### config.mk
export PLATFORM = sky130hd
export DESIGN_NAME = neuron_acc
export DESIGN_NICKNAME = d
export VERILOG_FILES = /design/src/rtl/neuron_acc_pkg.sv /design/src/rtl/neuron_acc_add.sv /design/src/rtl/neuron_acc.sv
export SDC_FILE = /design/constraint.sdc
export NUM_CORES = 1
export LEC_CHECK = 0
export CORE_ASPECT_RATIO = 1.5
export CORE_MARGIN = 10
export CORE_UTILIZATION = 54
export DETAILED_ROUTE_END_ITERATION = 12
export HOLD_SLACK_MARGIN = 0.06
export PLACE_DENSITY = 0.87
export REMOVE_ABC_BUFFERS = 1
export SYNTH_ARGS = -nofsm -noshare
export SYNTH_HDL_FRONTEND = slang
export SYNTH_HIERARCHICAL = 1
export SYNTH_SLANG_ARGS = --single-unit
### constraint.sdc
create_clock -name clk -period 4.5 [get_ports clk]
set_clock_uncertainty 0.15 [all_clocks]
set_input_delay 0.9 -clock clk [delete_from_list [all_inputs] [get_ports clk]]
set_output_delay 0.9 -clock clk [all_outputs]
set_load 0.01 [all_outputs]
### src/rtl/neuron_acc_pkg.sv
// neuron_acc_pkg: shared FSM state type and default parameter values for the
// neuron accumulator.
package neuron_acc_pkg;

   localparam int DEF_OP_W    = 20;
   localparam int DEF_BIAS_W  = 8;
   localparam int DEF_SUM_W   = 22;
   localparam int DEF_N_TERMS = 4;

   typedef enum logic [1:0] {
      IDLE  = 2'd0,
      ACCUM = 2'd1,
      DONE  = 2'd2
   } state_t;

endpackage

### src/rtl/neuron_acc_add.sv
// neuron_acc_add: signed SUM_W-bit adder. With NEURON_ACC_SAT_EN defined the
// result is clamped to the signed SUM_W range and ovf flags a clamp; without
// it the add wraps modulo 2^SUM_W and ovf is constant 0.
module neuron_acc_add
   import neuron_acc_pkg::*;
#(
   parameter int SUM_W = DEF_SUM_W
) (
   input  logic signed [SUM_W-1:0] a,
   input  logic signed [SUM_W-1:0] b,
   output logic signed [SUM_W-1:0] y,
   output logic                    ovf
);

`ifdef NEURON_ACC_SAT_EN
   localparam logic signed [SUM_W-1:0] MAX_VAL = {1'b0, {(SUM_W-1){1'b1}}};
   localparam logic signed [SUM_W-1:0] MIN_VAL = {1'b1, {(SUM_W-1){1'b0}}};

   // One extra bit catches overflow: the top two bits differ on overflow.
   logic [SUM_W:0] full_sum;
   assign full_sum = {a[SUM_W-1], a} + {b[SUM_W-1], b};

   // Clamp toward the sign of the true (SUM_W+1)-bit result.
   always_comb begin
      y   = full_sum[SUM_W-1:0];
      ovf = 1'b0;
      if (full_sum[SUM_W] != full_sum[SUM_W-1]) begin
         ovf = 1'b1;
         y   = full_sum[SUM_W] ? MIN_VAL : MAX_VAL;
      end
   end
`else
   assign y   = a + b;
   assign ovf = 1'b0;
`endif

endmodule

### src/rtl/neuron_acc.sv
// neuron_acc: accumulates N_TERMS signed operands on top of a per-result bias
// and hands the total out through a valid/ready result port. Optional
// saturating arithmetic is enabled with the NEURON_ACC_SAT_EN macro.
module neuron_acc
   import neuron_acc_pkg::*;
#(
   parameter int OP_W    = DEF_OP_W,
   parameter int BIAS_W  = DEF_BIAS_W,
   parameter int SUM_W   = DEF_SUM_W,
   parameter int N_TERMS = DEF_N_TERMS
) (
   input  logic              clk,
   input  logic              rst,
   input  logic              clr,
   input  logic [BIAS_W-1:0] bias,
   input  logic              in_valid,
   output logic              in_ready,
   input  logic [OP_W-1:0]   operand,
   output logic              out_valid,
   input  logic              out_ready,
   output logic [SUM_W-1:0]  sum,
   output logic              sat
);

   localparam int CNT_W = $clog2(N_TERMS + 1);

   state_t                   state_reg;
   logic signed [SUM_W-1:0]  acc_reg;
   logic [CNT_W-1:0]         cnt_reg;
   logic                     sat_acc_reg;
   logic [SUM_W-1:0]         sum_reg;
   logic                     sat_reg;
   logic                     out_valid_reg;

   logic                     in_fire;
   logic                     out_fire;
   logic                     first_term;
   logic                     last_term;
   logic signed [SUM_W-1:0]  bias_ext;
   logic signed [SUM_W-1:0]  op_ext;
   logic signed [SUM_W-1:0]  add_a;
   logic signed [SUM_W-1:0]  add_y;
   logic                     add_ovf;
   logic [CNT_W-1:0]         cnt_next;
   logic                     sat_next;

   // A pending result blocks new operands unless it is leaving this cycle.
   assign in_ready  = (state_reg != DONE) | out_ready;
   assign in_fire   = in_valid & in_ready;
   assign out_fire  = out_valid_reg & out_ready;

   // IDLE and DONE both start a fresh result from the bias.
   assign first_term = (state_reg != ACCUM);
   assign last_term  = first_term ? (N_TERMS == 1)
                                  : (cnt_reg == CNT_W'(N_TERMS - 1));

   assign bias_ext = SUM_W'($signed(bias));
   assign op_ext   = SUM_W'($signed(operand));
   assign add_a    = first_term ? bias_ext : acc_reg;
   assign cnt_next = first_term ? CNT_W'(1) : cnt_reg + CNT_W'(1);
   assign sat_next = add_ovf | (~first_term & sat_acc_reg);

   neuron_acc_add #(
      .SUM_W (SUM_W)
   ) u_add (
      .a   (add_a),
      .b   (op_ext),
      .y   (add_y),
      .ovf (add_ovf)
   );

   // Accumulator FSM with registered result outputs.
   always_ff @(posedge clk or posedge rst) begin
      if (rst) begin
         state_reg     <= IDLE;
         acc_reg       <= '0;
         cnt_reg       <= '0;
         sat_acc_reg   <= 1'b0;
         sum_reg       <= '0;
         sat_reg       <= 1'b0;
         out_valid_reg <= 1'b0;
      end else if (clr && state_reg != DONE) begin
         state_reg   <= IDLE;
         acc_reg     <= '0;
         cnt_reg     <= '0;
         sat_acc_reg <= 1'b0;
      end else if (in_fire) begin
         acc_reg     <= add_y;
         cnt_reg     <= cnt_next;
         sat_acc_reg <= sat_next;
         if (last_term) begin
            state_reg     <= DONE;
            sum_reg       <= add_y;
            sat_reg       <= sat_next;
            out_valid_reg <= 1'b1;
         end else begin
            state_reg     <= ACCUM;
            out_valid_reg <= 1'b0;
         end
      end else if (out_fire) begin
         state_reg     <= IDLE;
         cnt_reg       <= '0;
         out_valid_reg <= 1'b0;
      end
   end

   assign out_valid = out_valid_reg;
   assign sum       = sum_reg;
   assign sat       = sat_reg;

endmodule

==> run summary <==
Result of the run: complete, no violations
Final max-slew violation count: 0
Most common library cells after synthesis: dfrtp_1, a22o_1, a21o_1, ha_1, a21oi_1
Horizontal die dimension: 84.90 um
Power density over cell area: 287.4 nW/um2
Synthesized instance count: 320
Unrepaired setup endpoints after global routing: false
Routed vias/inst: 5.913
WP data required: 4540 ps
Global-route wire length before repair: 13360 um
CP Capture Type: flop
Sequential cell area fraction in the yosys report: 38.14%
Placement-stage worst setup slack: 300.0 ps
Ant. Diodes: 0
Max_slew headroom: 27.98%
Netlist Area Pre-Place: 3412 um2
Top sig layer: met4
Number of nets with antenna violations after routing: 0
Maximum single-stage delay on the critical path: 390 ps
Power spent charging and discharging nets: 0.3833 mW
Post-CTS sizing: 0
Insertion delay of the later-clocked pin in the worst-skew pair: 310 ps
Clock network fraction of design power: 23.7%
Critical Path, Cell by Cell: clkdlybuf4s50_1, nor2b_1, buf_4, a21o_1, ha_1, and2_1, and3_1, a31o_2, o21ai_1, nand2_1, a311o_1, mux2_4
Smallest setup slack after layout: 588.6 ps
WP buf/inv: 2
Die span in y: 117.4 um
Initial standard-cell utilization of the core: 55.65%
I/O pin cnt: 58
Sum of routed wire length over all layers: 7769 um
Vias in the first global route: 2797
Synth Register Bits: 52
Portion of synthesized cell area occupied by the leading cell type: 38.14%
Sequential fraction of design power: 43.9%
Nets: 432
Area of the core: 6131 um2
Achievable Freq: 0.2557 GHz
Met3 layer wire length in the routed design: 350 um
Post-synth EDFFs: 0
Class of the most critical hold timing path: flop to flop
PortBufs: 57
Crit path max-delay family: compound AO/OA/AOI/OAI gates
Type of origin of the critical path: primary input
Setup TNS: 0 ps
Post-detail-place hpwl: 5737 um
TritonCTS clock tree: built
Syn-to-layout area delta: 20.39%
Switching power share of the total: 32.47%
Gpl congestion: 0.8143
# Max-Cap Violations: 0
Dominant cells by area after synthesis: dfrtp_1, ha_1, mux2_4
Quantity of hold-fixing buffers added after cts: 0
Slew at the pin with the worst max-slew slack: 1080 ps
Internal cell power: 0.7972 mW
Starting DRT DRC Count: 199
Met1 Routed Length: 3238 um
P_leak: 2.103 nW
Gr ovfl total: 0
Met2 layer wire length in the routed design: 4075 um
Initial antenna violation count: 0
Proportion of layout cells with a drive suffix above 1: 13.30%
Final period util: 86.92%
Maximum fanout along the worst path: 15
Most common cell in the netlist: dfrtp_1
Die Footprint: 9963 um2
Crit path kind: primary input to flop
Clock transition at path regs: 90 ps
GRT Util Overall: 15.57%
Library cell with the largest summed area after synthesis: dfrtp_1
Post-Synthesis Mean Instance Area: 10.66 um2
Arrival time worst endpoint: 3950 ps
Max VDD drop: 0.1975 mV
Number of setup buffers added after CTS: 0
Fraction of registers with async set/reset: 100.0%
Hold Vio Cnt, Final: 0
Pin count of the biggest net entering global routing: 53
DRC violation count after routing: 0
Cell row count: 35
Final-report setup violation count: 0
Maximum buffer depth of the clock tree: 2
Total clock sinks: 52
Final-layout worst hold slack: 359.5 ps
Synth unique cells: 49
Final min period: 3911 ps
Vias after detailed routing: 2661
Primary flip-flop cell chosen by synthesis mapping: dfrtp_1
CP max-delay cell: clkdlybuf4s50_1
Ys Warns: 6
Routed wire length per instance: 17.26 um
Root buf cell: clkbuf_8
Combinational group share of total power: 32.5%
Htree depth: 2
Number of detailed-route iterations in the first pass: 4
CTS buffer count: 5
-- per-layer routing --
| layer | vias to the layer above | track usage [%] |
|---|---|---|
| li1 | 1287 | - |
| met1 | 1303 | 18.07 |
| met2 | 63 | 27.31 |
| met3 | 8 | 3.532 |
| met4 | 0 | 4.649 |
| met5 | - | 0 |
-- final cells by class --
| type | count | area (um2) |
|---|---|---|
| timing repair buffer | 62 | 608.1 |
| clock buffer | 5 | 68.82 |
| sequential | 52 | 1301 |
| multi-input combinational | 238 | 1951 |
| tap | 74 | 92.59 |
| inverter | 16 | 60.06 |
| fill | 497 | 2023 |
| clock inverter | 3 | 26.28 |
-- placed cells by master (no fill, tap or decap), types with 3 or more instances in the layout --
| master | n |
|---|---|
| clkdlybuf4s50_1 | 57 |
| dfrtp_1 | 52 |
| a22o_1 | 25 |
| a21o_1 | 24 |
| ha_1 | 23 |
| a21oi_1 | 19 |
| mux2_4 | 17 |
| inv_1 | 15 |
| nand2_1 | 13 |
| o21ai_0 | 13 |
| mux2_2 | 12 |
| nor2_1 | 12 |
| xnor2_1 | 10 |
| and3_1 | 6 |
| nor2b_1 | 5 |
| clkbuf_8 | 5 |
| buf_4 | 5 |
| nand3_1 | 5 |
| xor2_1 | 5 |
| a211oi_1 | 4 |
| nand2b_1 | 3 |
| o21a_1 | 3 |
| and4_1 | 3 |
| a21boi_0 | 3 |
| nor3_1 | 3 |
-- cell families (layout without fill, tap and decap cells) --
group / count (synthesis) / count (layout) / synth area share (%)
fa+ha+maj: 24 / 24 / 9.021
simple gates: 59 / 59 / 9.278
buf+inv: 30 / 86 / 4.767
other cells: 1 / 1 / 0.1099
compound gates: 109 / 109 / 23.10
mux: 30 / 30 / 11.73
xor+xnor: 15 / 15 / 3.850
flops: 52 / 52 / 38.14
-- final timing paths --
check                             start       to  slack (ps)  cells after the start
setup reg to reg           state_reg[1]  sum[14]         740                     12
min in group asynchronous           rst   sum[1]        1010                      2
setup / recovery                bias[7]  sum[15]         590                     12
hold / removal                  sum[20]  sum[20]         360                      1
max in group asynchronous           rst  sum[19]        2510                      2
hold reg to reg                 sum[20]  sum[20]         360                      1
-- through the flow --
stage | area [um2] | std cells | utilization, % | power [mW]
CTS | 4108 | 450 | 67.00 | 1.190
global placement | 4013 | 442 | 65.45 | 0.8935
finish | 4108 | 450 | 67.00 | 1.181
floorplan | 3309 | 306 | - | 0.7970
detailed placement | 4013 | 442 | 65.45 | 0.9066
global route | 4108 | 450 | 67.00 | 1.256
-- power by group through the flow --
stage	clock network (mW)	registers, mW	logic (mW)
3_3_place_gp	0	0.526	0.368
2_1_floorplan	0	0.524	0.273
5_1_grt	0.308	0.523	0.425
4_1_cts	0.289	0.518	0.382
3_5_place_dp	0	0.527	0.380
6_report	0.279	0.518	0.383
-- worst reg2reg max path: cells and delay by family, from the launching register on --
| kind | cells | cell delay, ps |
|---|---|---|
| AOI/OAI and AO/OA | 4 | 1250 |
| xor gates and xnor gates | 1 | 190 |
| adders and majority gates | 2 | 420 |
| buffers and inverters | 1 | 70 |
| DFF | 1 | 420 |
| muxes | 2 | 670 |
| and+or+nand+nor | 2 | 460 |
(Power assumes the default switching activity.)
